File: src/rtl/fifo_pkg.sv
// Shared async-FIFO helpers: Gray/binary conversion and pointer width.
package fifo_pkg;

  localparam int unsigned GRAY_MAX_W = 32;

  typedef logic [GRAY_MAX_W-1:0] gray_word_t;

  // Pointer width for a given memory address size (one extra wrap bit).
  function automatic int unsigned ptr_width(input int unsigned addr_size);
    return addr_size + 1;
  endfunction

  // Binary to reflected Gray code; callers zero-extend narrower values.
  function automatic gray_word_t bin2gray(input gray_word_t b);
    return b ^ (b >> 1);
  endfunction

  // Gray to binary by prefix XOR from the MSB down.
  function automatic gray_word_t gray2bin(input gray_word_t g);
    gray_word_t b;
    b[GRAY_MAX_W-1] = g[GRAY_MAX_W-1];
    for (int i = GRAY_MAX_W - 2; i >= 0; i--) begin
      b[i] = b[i+1] ^ g[i];
    end
    return b;
  endfunction

endpackage

File: src/rtl/fifo_sync2.sv
// Two-flop synchroniser for a Gray-coded pointer crossing clock domains.
module fifo_sync2 #(
  parameter int unsigned WIDTH = 4
) (
  input  logic             clk,
  input  logic             rst_n,
  input  logic [WIDTH-1:0] d,
  output logic [WIDTH-1:0] q
);

  logic [WIDTH-1:0] meta_q;
  logic [WIDTH-1:0] sync_q;

  // Capture stage then resolve stage; only sync_q is consumed.
  always_ff @(posedge clk or negedge rst_n) begin
    if (!rst_n) begin
      meta_q <= '0;
      sync_q <= '0;
    end else begin
      meta_q <= d;
      sync_q <= meta_q;
    end
  end

  assign q = sync_q;

endmodule

File: src/rtl/fifo_rd_ctrl.sv
// Async FIFO read-side controller: synchronises the writer pointer, owns the
// read pointer, flags empty and presents words through a registered
// valid/ready output stage.
// Optional macro FIFO_RD_LEVEL_EN adds r_level / r_almost_empty outputs.
module fifo_rd_ctrl
  import fifo_pkg::*;
#(
  parameter int unsigned DATA_WIDTH = 8,
  parameter int unsigned ADDR_SIZE  = 3
`ifdef FIFO_RD_LEVEL_EN
  ,
  parameter int unsigned AE_THRESH  = 1
`endif
) (
  input  logic                  clk,
  input  logic                  rst_n,
  input  logic [ADDR_SIZE:0]    w_gptr,
  output logic [ADDR_SIZE:0]    r_gptr,
  output logic [ADDR_SIZE-1:0]  r_addr,
  input  logic [DATA_WIDTH-1:0] mem_data,
  output logic [DATA_WIDTH-1:0] out_data,
  output logic                  out_valid,
  input  logic                  out_ready,
  output logic                  r_empty
`ifdef FIFO_RD_LEVEL_EN
  ,
  output logic [ADDR_SIZE:0]    r_level,
  output logic                  r_almost_empty
`endif
);

  localparam int unsigned PW = ptr_width(ADDR_SIZE);

  logic [PW-1:0]         wq2;
  logic [PW-1:0]         rbin_q, rbin_d;
  logic [PW-1:0]         r_gptr_q, r_gptr_d;
  logic                  r_empty_q, r_empty_d;
  logic [DATA_WIDTH-1:0] out_data_q, out_data_d;
  logic                  out_valid_q, out_valid_d;
  logic                  fetch_c;

  // Writer pointer enters this domain only through the synchroniser.
  fifo_sync2 #(
    .WIDTH (PW)
  ) u_wptr_sync (
    .clk   (clk),
    .rst_n (rst_n),
    .d     (w_gptr),
    .q     (wq2)
  );

  // Fetch when a word is available and the output register is free or draining.
  always_comb begin
    fetch_c     = !r_empty_q && (!out_valid_q || out_ready);
    rbin_d      = rbin_q + PW'(fetch_c);
    r_gptr_d    = PW'(bin2gray(gray_word_t'(rbin_d)));
    // Compare against the next pointer so the last fetch sets empty on its own edge.
    r_empty_d   = (r_gptr_d == wq2);
    out_data_d  = out_data_q;
    out_valid_d = out_valid_q;
    if (fetch_c) begin
      out_data_d  = mem_data;
      out_valid_d = 1'b1;
    end else if (out_ready) begin
      out_valid_d = 1'b0;
    end
  end

  // Pointer, empty flag and output stage registers.
  always_ff @(posedge clk or negedge rst_n) begin
    if (!rst_n) begin
      rbin_q      <= '0;
      r_gptr_q    <= '0;
      r_empty_q   <= 1'b1;
      out_data_q  <= '0;
      out_valid_q <= 1'b0;
    end else begin
      rbin_q      <= rbin_d;
      r_gptr_q    <= r_gptr_d;
      r_empty_q   <= r_empty_d;
      out_data_q  <= out_data_d;
      out_valid_q <= out_valid_d;
    end
  end

  assign r_gptr    = r_gptr_q;
  assign r_addr    = rbin_q[ADDR_SIZE-1:0];
  assign r_empty   = r_empty_q;
  assign out_data  = out_data_q;
  assign out_valid = out_valid_q;

`ifdef FIFO_RD_LEVEL_EN
  logic [PW-1:0] wbin_s;
  logic [PW-1:0] r_level_q, r_level_d;
  logic          r_ae_q, r_ae_d;

  // Unfetched-word count from the synchronised writer pointer (modular).
  always_comb begin
    wbin_s    = PW'(gray2bin(gray_word_t'(wq2)));
    r_level_d = wbin_s - rbin_d;
    r_ae_d    = (r_level_d <= PW'(AE_THRESH));
  end

  // Level and almost-empty registers.
  always_ff @(posedge clk or negedge rst_n) begin
    if (!rst_n) begin
      r_level_q <= '0;
      r_ae_q    <= 1'b1;
    end else begin
      r_level_q <= r_level_d;
      r_ae_q    <= r_ae_d;
    end
  end

  assign r_level        = r_level_q;
  assign r_almost_empty = r_ae_q;
`endif

endmodule

File: config.mk
export PLATFORM = sky130hd
export DESIGN_NAME = fifo_rd_ctrl
export DESIGN_NICKNAME = d
export VERILOG_FILES = /design/src/rtl/fifo_pkg.sv /design/src/rtl/fifo_sync2.sv /design/src/rtl/fifo_rd_ctrl.sv
export SDC_FILE = /design/constraint.sdc
export NUM_CORES = 1
export LEC_CHECK = 0
export BUFFER_PORTS_ARGS = -buffer_cell sky130_fd_sc_hd__buf_4
export CAP_MARGIN = 0
export CORE_MARGIN = 5
export CORE_UTILIZATION = 42
export CTS_CLUSTER_DIAMETER = 60
export DETAILED_ROUTE_END_ITERATION = 10
export PLACE_DENSITY = 0.78
export SKIP_LAST_GASP = 1
export SYNTH_ARGS = -nofsm -noshare
export SYNTH_HDL_FRONTEND = slang
export SYNTH_SLANG_ARGS = --single-unit
File: constraint.sdc
create_clock -name clk -period 2.4 [get_ports clk]
set_clock_uncertainty 0.15 [all_clocks]
set_input_delay 0.24 -clock clk [delete_from_list [all_inputs] [get_ports clk]]
set_output_delay 0.24 -clock clk [all_outputs]
set_load 0.02 [all_outputs]
# Yosys cells after proc, flatten, opt, wreduce, memory -nomap -nowiden
# Cells that the tools add are included.
# W data, S select, Z words.
# op_classes
eq_ne	1
n_addsub	1
mux	2
bitwise	1
reduce_logical	5
# op_table
operator	count
$add A4 B1 Y4	1
$eq A4 B4 Y1	1
$xor A4 B3 Y4	1
$logic_not A1 Y1	2
$mux W1	2
$reduce_bool A2 Y1	1
$logic_and A1 B1 Y1	1
$logic_or A1 B1 Y1	1
# word_totals
elab_cells	17
inputBits	15
output_inout_bits	17
reg_bits	26

# Longest topological paths before layout
# Gate-level depths: netlist of the first run.
# logic_depth
depth_word	6
depth_mapped	8
ltp_nobuf	8

# By module
# Synthesis of the first run repeated with hierarchy kept, for this count alone.
# unflattened
cells_unflattened	68
hier_area_um2	992.2
# modules_own_cells
mod	seq_area_each_um2	n_inst	cells_each	area_each_um2
fifo_rd_ctrl	426.7	1	60	792.0
fifo_sync2	200.2	1	8	200.2

# Worst setup path after synthesis of the first run
# No wires, ideal clock.
# synth_timing
kind	register -> register
start	reg out_valid_q, in the netlist out_valid
end	reg r_empty_q, in the netlist r_empty
t_arrival_ps	2135
stages_incl_launch_ff	8
setup_time_ps	82
synth_period_minus_slack_ps	2367
n_path_buf	0
t_required_ps	2168
path_slack_ps	33
path_cell_list	dfrtp_1 -> a21oi_2 -> ha_1 -> ha_1 -> xor2_2 -> xor2_1 -> or3_1 -> a22oi_1
# synth_between
elab_chain_len	6
# synth_lines
item	line_no	rtl
start, declared	fifo_rd_ctrl.sv:39	logic out_valid_q, out_valid_d;
start signal, assigned	fifo_rd_ctrl.sv:82	out_valid_q <= out_valid_d;
$logic_not A1 Y1	fifo_rd_ctrl.sv:54	fetch_c = !r_empty_q && (!out_valid_q || out_ready);
$logic_or A1 B1 Y1	fifo_rd_ctrl.sv:54	
$logic_and A1 B1 Y1	fifo_rd_ctrl.sv:54	
via fetch_c	fifo_rd_ctrl.sv:40	logic fetch_c;
$add A4 B1 Y4	fifo_rd_ctrl.sv:55	rbin_d = rbin_q + PW'(fetch_c);
via rbin_d[2]	fifo_rd_ctrl.sv:35	logic [PW-1:0] rbin_q, rbin_d;
$xor A4 B3 Y4	fifo_pkg.sv:15	return b ^ (b >> 1);
$eq A4 B4 Y1	fifo_rd_ctrl.sv:58	r_empty_d = (r_gptr_d == wq2);
via r_empty_d	fifo_rd_ctrl.sv:37	logic r_empty_q, r_empty_d;
end signal, assigned	fifo_rd_ctrl.sv:80	r_empty_q <= r_empty_d;
end, declared	fifo_rd_ctrl.sv:37	
# The timed path passes the listed nets, and every way through them passes these cells.
# A chain may end at the register's enable or synchronous reset.

# Worst setup path in the final report of the first run
# layout_timing
start	in out_ready
end	reg r_empty_q, in the netlist r_empty
# layout_between
elab_chain_len	5
# layout_lines
item	line_no	rtl
start, declared	fifo_rd_ctrl.sv:23	input logic out_ready,
$logic_or A1 B1 Y1	fifo_rd_ctrl.sv:54	
$logic_and A1 B1 Y1	fifo_rd_ctrl.sv:54	
via fetch_c	fifo_rd_ctrl.sv:40	
$add A4 B1 Y4	fifo_rd_ctrl.sv:55	
via rbin_d[2]	fifo_rd_ctrl.sv:35	
$xor A4 B3 Y4	fifo_pkg.sv:15	
$eq A4 B4 Y1	fifo_rd_ctrl.sv:58	
via r_empty_d	fifo_rd_ctrl.sv:37	
# The timed path passes the listed nets, and every way through them passes these cells.

==> results.tsv, run 1 <==
stage	metric	value	unit
status	status	finished, final reports clean	
setup_path	start_kind	input port	
floorplanning	start_util	44.2	%
clock_tree	clk_pin_slew	0.12	ns
sta	slew_viol_final	0	
grt	antenna_found_initial	0	
route	routed_wl	1660	µm
power_and_ir_drop	switching_power	0.635	mW
sta	maxSlewHeadroom	76.0	%
floorplanning	fp.dieH	55.7	µm
setup_path	path_class	input port to register	
grt	grt_pass1_vias	621	
route	drtIter0Drc	11	
run	cap_violations	0	
route	routed_via_density	4.44	
grt	grt_overflow	0	
logic_synthesis	syn_inst	53	
grt	grt_usage	11.4	%
layout	multi_input_area	253	µm²
power_and_ir_drop	power.total	1.69	mW
floorplanning	num_io_pins	32	
route	ant_nets	0	
clock_tree	cts_buffers	3	
logic_synthesis	synth_top_area_share	68.6	%
setup_path	path_max_fanout	3	
sta	hold_violations	0	
layout	seqCellArea	627	µm²
logic_synthesis	synth-edff-count	0	
logic_synthesis	synth_area_leaders	dfrtp_1 69%, mux2_2 10%, xor2_1 6.0%	
sta	clock.fmax	0.438	GHz
place	port_buffers	31	
place	place_hpwl	1150	µm
power_and_ir_drop	worst_ir_drop_vdd	0.000785	V
sta	fin_crit	2.28	ns
power_and_ir_drop	power_density	1270	nW/µm²
logic_synthesis	yosysMostFrequentCell	dfrtp_1	
power_and_ir_drop	internal_power	1.05	mW
grt	grt_pass1_wl	2770	µm
layout	utilization	66.9	%
setup_path	endpoint_kind	register	
route	vias	577	
sta	worst_pin_slew	0.358	ns
logic_synthesis	synth_cell_types	13	
clock_tree	cts_sinks	25	
logic_synthesis	synth_commonest_cells	24 x dfrtp_1, 8 x mux2_2, 6 x xor2_1	
logic_synthesis	synth_ff_type	dfrtp_1	
sta	fin_crit_sh	95.1	%
sta	rsz0062_at_grt	no	
clock_tree	root_buffer	clkbuf_4	
logic_synthesis	ys_ff_latch	25	
logic_synthesis	syn_area	876	µm²
setup_path	cp.arrival	2.36	ns
logic_synthesis	async_flop_share	100	%
logic_synthesis	syn_nets	70	
setup_path	required	2.48	ns
floorplanning	coreArea	1980	µm²
sta	setup_violations	0	
clock_tree	cts_buffer_depth	2	
layout	n_fill_cell	142	
layout	final_nets	121	
floorplanning	die_area	3100	µm²
power_and_ir_drop	p_clk_share	10.5	%
route	dr.pass1.iters	3	
logic_synthesis	yosys_warnings	0	
logic_synthesis	synth_largest_area_cell	dfrtp_1	
route	wl_per_cell	12.8	µm
logic_synthesis	ys_seq_area_share	71.6	%
layout	n_antenna_cell	0	
hold_path	hp-class	input port to register	
route	drcViolationCount	0	
logic_synthesis	synth_area_per_cell	16.5	µm²
clock_tree	cts_tree	built	
clock_tree	htreeDepth	1	
power_and_ir_drop	p_seq_share	39.3	%
power_and_ir_drop	power.leakage	0.626	nW
power_and_ir_drop	switching_share	37.6	%
layout	area_growth	51.3	%
sta	tns	0	ns
place	place_congestion	0.741	
floorplanning	rows	16	
clock_tree	clkLatencyLatePin	0.30	ns
grt	grt_start_max_net_pins	26	
layout	drive_gt1_share	45.6	%
power_and_ir_drop	pwr-share-comb	50.3	%
floorplanning	die_x	55.7	µm
-- final timing paths --
check	start	end	slack, ns	depth (start not counted)
min	mem_data[2]	out_data[2]	0.02	2
min in group asynchronous	rst_n	out_data[3]	0.21	2
max in group asynchronous	rst_n	r_empty	1.60	2
max reg2reg	r_empty	r_empty	0.24	7
max	out_ready	r_empty	0.12	10
min reg2reg	u_wptr_sync.meta_q[3]	u_wptr_sync.q[3]	0.21	0
-- cell type report --
cell class	count	area share (%)
inverter	2	0.567
sequential	25	47.3
tap	27	2.55
multi-input combinational	26	19.1
clock buffer	4	1.98
timing repair buffer	46	28.5
-- routing by layer --
metal	track usage [%]	share of wire [%]	routed length (µm)
met1	12.5	38	638
met2	20.4	56	927
met3	3.02	5.1	85
met4	5.21	0.60	10
met5	0	0	0
-- power by group through the flow --
stage	Combinational [mW]	Sequential, mW	Clock (mW)
2_1_floorplan	0.316	0.833	0
6_report	0.848	0.662	0.176
5_1_grt	0.913	0.681	0.208
3_5_place_dp	0.802	0.669	0
3_3_place_gp	0.789	0.662	0
4_1_cts	0.813	0.659	0.187
-- registers in the layout (all words and copies together), names as in the netlist --
signal and count:
out_valid 1, u_wptr_sync.q 4, r_gptr 4, u_wptr_sync.meta_q 4, r_empty 1, out_data 8, rbin_q 3
-- layout by cell type (no fill, tap or decap), drive strengths merged --
| cell type | synthesis | routed |
|---|---|---|
| buf | 0 | 33 |
| xor2 | 7 | 7 |
| or3 | 2 | 2 |
| ha | 2 | 2 |
| dfrtp | 24 | 24 |
| o21ai | 1 | 1 |
| mux2 | 8 | 8 |
| dlygate4sd3 | 0 | 13 |
| clkbuf | 0 | 4 |
| a21oi | 1 | 1 |
| xnor2 | 1 | 1 |
| inv | 2 | 2 |
| nand3 | 3 | 3 |
| a22oi | 1 | 1 |
| dfstp | 1 | 1 |
-- per-stage QoR --
stage	worst slack [ns]	instances	hold slack [ns]	instance area, µm²
2_1_floorplan	0.0329	53	-0.206	876
3_3_place_gp	0.235	112	-0.000801	1150
3_5_place_dp	0.165	112	0.00885	1150
4_1_cts	0.0370	124	0.000406	1260
5_1_grt	0.0343	130	0.00363	1330
6_report	0.118	130	0.0208	1330
-- critical path, cell delays in order --
cell	delay, ns
dlygate4sd3_1	0.54
buf_4	0.14
inv_1	0.06
a21oi_2	0.06
ha_1	0.20
ha_1	0.24
xor2_4	0.18
xor2_1	0.16
or3_1	0.35
a22oi_1	0.20
-- kinds of logic after synthesis --
logic type | after synthesis | share of synthesized area, %
buffers and inverters | 2 | 0.857
and+or+nand+nor | 5 | 3.14
xor gates and xnor gates | 8 | 8.86
muxes | 8 | 10.3
DFF | 25 | 71.6
AOI/OAI and AO/OA | 3 | 2.43
adders and majority gates | 2 | 2.86
-- what timing repair did --
action                     4_1_cts  5_1_grt
hold endpoints to repair        32        5
hold buffers                     8        5
setup endpoints to repair        0        1
setup buffers                    0        1
resized for setup                0        1
No activity file was read; power rests on OpenSTA's default activity.
==> inputs of run 2 (changes only) <==
Settings changed: CORE_MARGIN 5 to 2, CORE_UTILIZATION 42 to 45, CTS_BUF_LIST set to sky130_fd_sc_hd__clkbuf_8, GPL_ROUTABILITY_DRIVEN set to 0, PLACE_DENSITY 0.78 to 0.83.
==> results.tsv, run 2 (synthesized netlist as in run 1, its figures left out) <==
stage	metric	value	unit
status	status	finished, final reports clean	
setup_path	path_max_fanout	5	
grt	antenna_found_initial	0	
layout	n_antenna_cell	0	
setup_path	start_kind	register	
grt	grt_overflow	0	
sta	worst_pin_slew	0.411	ns
grt	grt_pass1_vias	528	
setup_path	path_class	register to register	
floorplanning	start_util	49.1	%
sta	slew_viol_final	0	
route	drcViolationCount	0	
grt	grt_start_max_net_pins	26	
route	ant_nets	0	
clock_tree	post_cts_buffers	0	
floorplanning	die_x	48.1	µm
layout	largest_reg_flops	8	
floorplanning	rows	15	
place	placedCellCount	110	
sta	setup_violations	0	
clock_tree	cts_tree	built	
clock_tree	cts_sinks	25	
clock_tree	post_cts_resized	0	
clock_tree	clkLatencyLatePin	0.26	ns
layout	final_cell_mix	32 x buf_4, 24 x dfrtp_1, 8 x mux2_2	
sta	tns	0	ns
clock_tree	clk_pin_slew	0.08	ns
route	vias	555	
power_and_ir_drop	power.leakage	0.596	nW
setup_path	required	2.43	ns
route	dr.pass1.iters	1	
route	routed_via_density	4.66	
power_and_ir_drop	worst_ir_drop_vdd	0.000580	V
clock_tree	cts_buffer_depth	2	
hold_path	hp-class	input port to register	
sta	clock.fmax	0.455	GHz
layout	instances_no_fill	119	
grt	grt_pass1_wl	2130	µm
run	cap_violations	0	
route	wl_per_cell	11.3	µm
route	routed_wl	1350	µm
layout	area_growth	42.0	%
clock_tree	root_buffer	clkbuf_8	
setup_path	endpoint_kind	register	
sta	hold_violations	0	
floorplanning	num_io_pins	32	
grt	grt_usage	14.1	%
setup_path	cp.arrival	2.23	ns
place	port_buffers	31	
floorplanning	coreArea	1780	µm²
clock_tree	cts_buffers	3	
layout	final_common_cell	buf_4	
sta	maxSlewHeadroom	72.4	%
floorplanning	die_area	2320	µm²
layout	drive_gt1_share	50.0	%
clock_tree	htreeDepth	1	
sta	rsz0062_at_grt	no	
place	place_hpwl	1050	µm
layout	final_nets	112	
route	drtIter0Drc	0	
floorplanning	fp.dieH	48.1	µm
sta	fin_crit_sh	91.5	%
sta	fin_crit	2.20	ns
power_and_ir_drop	power.total	1.69	mW
power_and_ir_drop	power_density	1360	nW/µm²
## run 2: cell count changes in the layout (fill, tap and decap cells not counted), sizes merged
| cell | delta |
|---|---|
| buf | -1 |
| dlygate4sd3 | -8 |
| clkinv | +1 |
| clkbuf | -1 |
## run 2: through the flow
stage               utilization, %  hold slack [ns]  area (µm²)  setup slack, ns
finish                        69.8           0.0330        1240            0.203
global route                  69.8           0.0188        1240           0.0348
CTS                           69.8           0.0273        1240            0.152
detailed placement            64.4          0.00385        1150            0.182
global placement              64.4         0.000122        1150            0.231
floorplan                        -           -0.206         876           0.0329
## run 2: critical path, cell delays in order, from the launching register on
cell and delay (ns):
dfstp_2 0.56, a21oi_2 0.04, ha_1 0.19, ha_1 0.21
xor2_2 0.29, xor2_1 0.13, or3_1 0.36, a22oi_1 0.19
## run 2: final timing paths
path,slack (ns),depth (start not counted),endpoint,from
min reg2reg,0.20,0,u_wptr_sync.q[3],u_wptr_sync.meta_q[3]
max,0.20,7,r_empty,r_empty
min,0.03,2,out_valid,out_ready
max in group asynchronous,1.57,2,r_empty,rst_n
min in group asynchronous,0.26,2,r_gptr[3],rst_n
max reg2reg,0.20,7,r_empty,r_empty
## run 2: metal layers
layer,wire [µm],GRT usage (%)
met1,538,17.3
met2,722,22.7
met3,79,3.33
met4,10,8.11
met5,0,0
## run 2: layout make-up
cell class                 instances  area (µm²)
clock inverter                     1        5.00
inverter                           2        7.51
fill                             131         539
multi-input combinational         26         241
tap                               25        31.3
clock buffer                       3        41.3
sequential                        25         627
timing repair buffer              37         290
## run 2: power by group
part           internal (mW)  leakage, nW  switching, mW
clock network          0.116       0.0255          0.116
logic                  0.374        0.283          0.419
registers              0.579        0.288         0.0838
total                   1.07        0.596          0.619
## run 2: repair_timing
| item | 4_1_cts | 5_1_grt |
|---|---|---|
| hold buffers | 5 | 0 |
| endpoints found under the setup margin | 0 | 1 |
| hold endpoints to repair | 29 | 0 |
==> inputs of run 3 (changes only) <==
Settings changed: BUFFER_PORTS_ARGS -buffer_cell sky130_fd_sc_hd__buf_4 to not set, CORE_UTILIZATION 45 to 56, DONT_BUFFER_PORTS set to 1, PLACE_DENSITY 0.83 to 0.8.
==> results.tsv, run 3 (synthesized netlist as in run 1, its figures left out) <==
stage	metric	value	unit
status	status	finished, final reports clean	
floorplanning	die_x	43.5	µm
setup_path	required	2.43	ns
sta	clock.fmax	0.448	GHz
hold_path	hp-class	register to register	
floorplanning	die_area	1900	µm²
sta	slew_viol_final	0	
place	place_area	911	µm²
grt	use_met1	16.5	%
clock_tree	htreeDepth	1	
route	routed_via_density	5.19	
floorplanning	start_util	58.8	%
setup_path	cpMostUsedCell	ha_1	
layout	area_growth	26.0	%
clock_tree	clk_pin_slew	0.08	ns
power_and_ir_drop	power.total	1.51	mW
setup_path	critPathBufInv	0	
sta	worst_pin_slew	1.05	ns
floorplanning	num_io_pins	32	
setup_path	cp.arrival	2.26	ns
sta	setup_violations	0	
sta	fin_crit	2.23	ns
route	wl_per_cell	14.5	µm
run	cap_violations	0	
grt	antenna_found_initial	0	
clock_tree	cts_buffer_depth	2	
layout	final_nets	92	
grt	grt_start_max_net_pins	26	
sta	maxSlewHeadroom	30.0	%
setup_path	crit_slowest_cell	dfrtp_1	
clock_tree	cts_tree	built	
setup_path	crit_family	flip-flops	
grt	top_usage_layer	met2	
setup_path	start_kind	register	
setup_path	crit_path_max_incr_delay	0.48	ns
setup_path	cp_cell_sequence	a21oi_2, ha_1, ha_1, xor2_2, xor2_1, or3_1, a22oi_1	
route	vias	467	
clock_tree	cts_sinks	25	
layout	n_antenna_cell	0	
power_and_ir_drop	power_density	1370	nW/µm²
sta	tns	0	ns
clock_tree	cts_buffers	3	
route	routed_wl	1300	µm
sta	fin_crit_sh	93.0	%
place	place_ws	0.0742	ns
grt	grt_pass1_wl	2100	µm
sta	setup_slack	0.167	ns
setup_path	path_class	register to register	
layout	final_common_cell	dfrtp_1	
clock_tree	clkLatencyLatePin	0.26	ns
layout	fin_area	1100	µm²
layout	drive_gt1_share	23.0	%
setup_path	path_max_fanout	3	
grt	grt_usage	16.4	%
floorplanning	rows	14	
layout	n_fill_cell	93	
clock_tree	root_buffer	clkbuf_8	
floorplanning	coreArea	1490	µm²
layout	seqCellArea	627	µm²
grt	met2_usage	27.4	%
sta	hold_ws	0.201	ns
route	drtIter0Drc	2	
power_and_ir_drop	worst_ir_drop_vdd	0.000765	V
sta	hold_violations	0	
layout	largest_reg_flops	8	
grt	grt_pass1_vias	488	
route	ant_nets	0	
place	port_buffers	0	
floorplanning	fp.dieH	43.5	µm
sta	rsz0062_at_grt	no	
power_and_ir_drop	power.leakage	0.497	nW
layout	multi_input_area	241	µm²
setup_path	endpoint_kind	register	
grt	use_met3	8.33	%
route	drcViolationCount	0	
route	dr.pass1.iters	2	
layout	final_cell_mix	24 x dfrtp_1, 14 x dlygate4sd3_1, 8 x mux2_2	
grt	grt_overflow	0	
place	place_hpwl	796	µm
[run 3: layer usage]
metal	wire, µm	up-vias
li1	-	218
met1	458	220
met2	700	25
met3	120	4
met4	23	0
met5	0	-
[run 3: path summary, 6_finish.rpt]
path                                    end                   from  slack, ns  cells past startpoint
max reg2reg                         r_empty              out_valid       0.17                      7
min                        u_wptr_sync.q[3]  u_wptr_sync.meta_q[3]       0.20                      0
min in group asynchronous         rbin_q[2]                  rst_n       0.47                      1
max in group asynchronous       out_data[4]                  rst_n       1.00                      1
min reg2reg                u_wptr_sync.q[3]  u_wptr_sync.meta_q[3]       0.20                      0
max                                 r_empty              out_valid       0.17                      7
[run 3: power by group]
| part | total (mW) | leakage [nW] | internal (mW) | switching (mW) |
|---|---|---|---|---|
| Clock | 0.226 | 0.0269 | 0.114 | 0.112 |
| Sequential | 0.833 | 0.288 | 0.578 | 0.255 |
| Combinational | 0.448 | 0.182 | 0.231 | 0.218 |
[run 3: worst register-to-register path: cells and delay by family, from the launching register on]
kind,cells,cell delay [ns]
and+or+nand+nor,1,0.36
DFF,1,0.48
xor gates and xnor gates,2,0.36
adders and majority gates,2,0.40
AOI/OAI and AO/OA,2,0.42
[run 3: area by class of cell]
type,count,area share [%]
Inverter,2,0.680
Clock buffer,3,3.74
Clock inverter,1,0.340
Multi-Input combinational cell,26,21.9
Sequential cell,25,56.8
Timing Repair Buffer,17,14.7
Tap cell,16,1.81
[run 3: per-stage QoR]
stage / instances / util [%]
floorplan: 53 / -
global placement: 71 / 61.2
detailed placement: 71 / 61.2
CTS: 89 / 73.6
global route: 90 / 74.1
finish: 90 / 74.1
[run 3: timing repair]
item / 4_1_cts / 5_1_grt
gates resized for setup: 0 / 0
buffers inserted: 0 / 1
setup endpoints to repair: 0 / 1
hold buffers: 14 / 0
endpoints found under the hold margin: 38 / 0
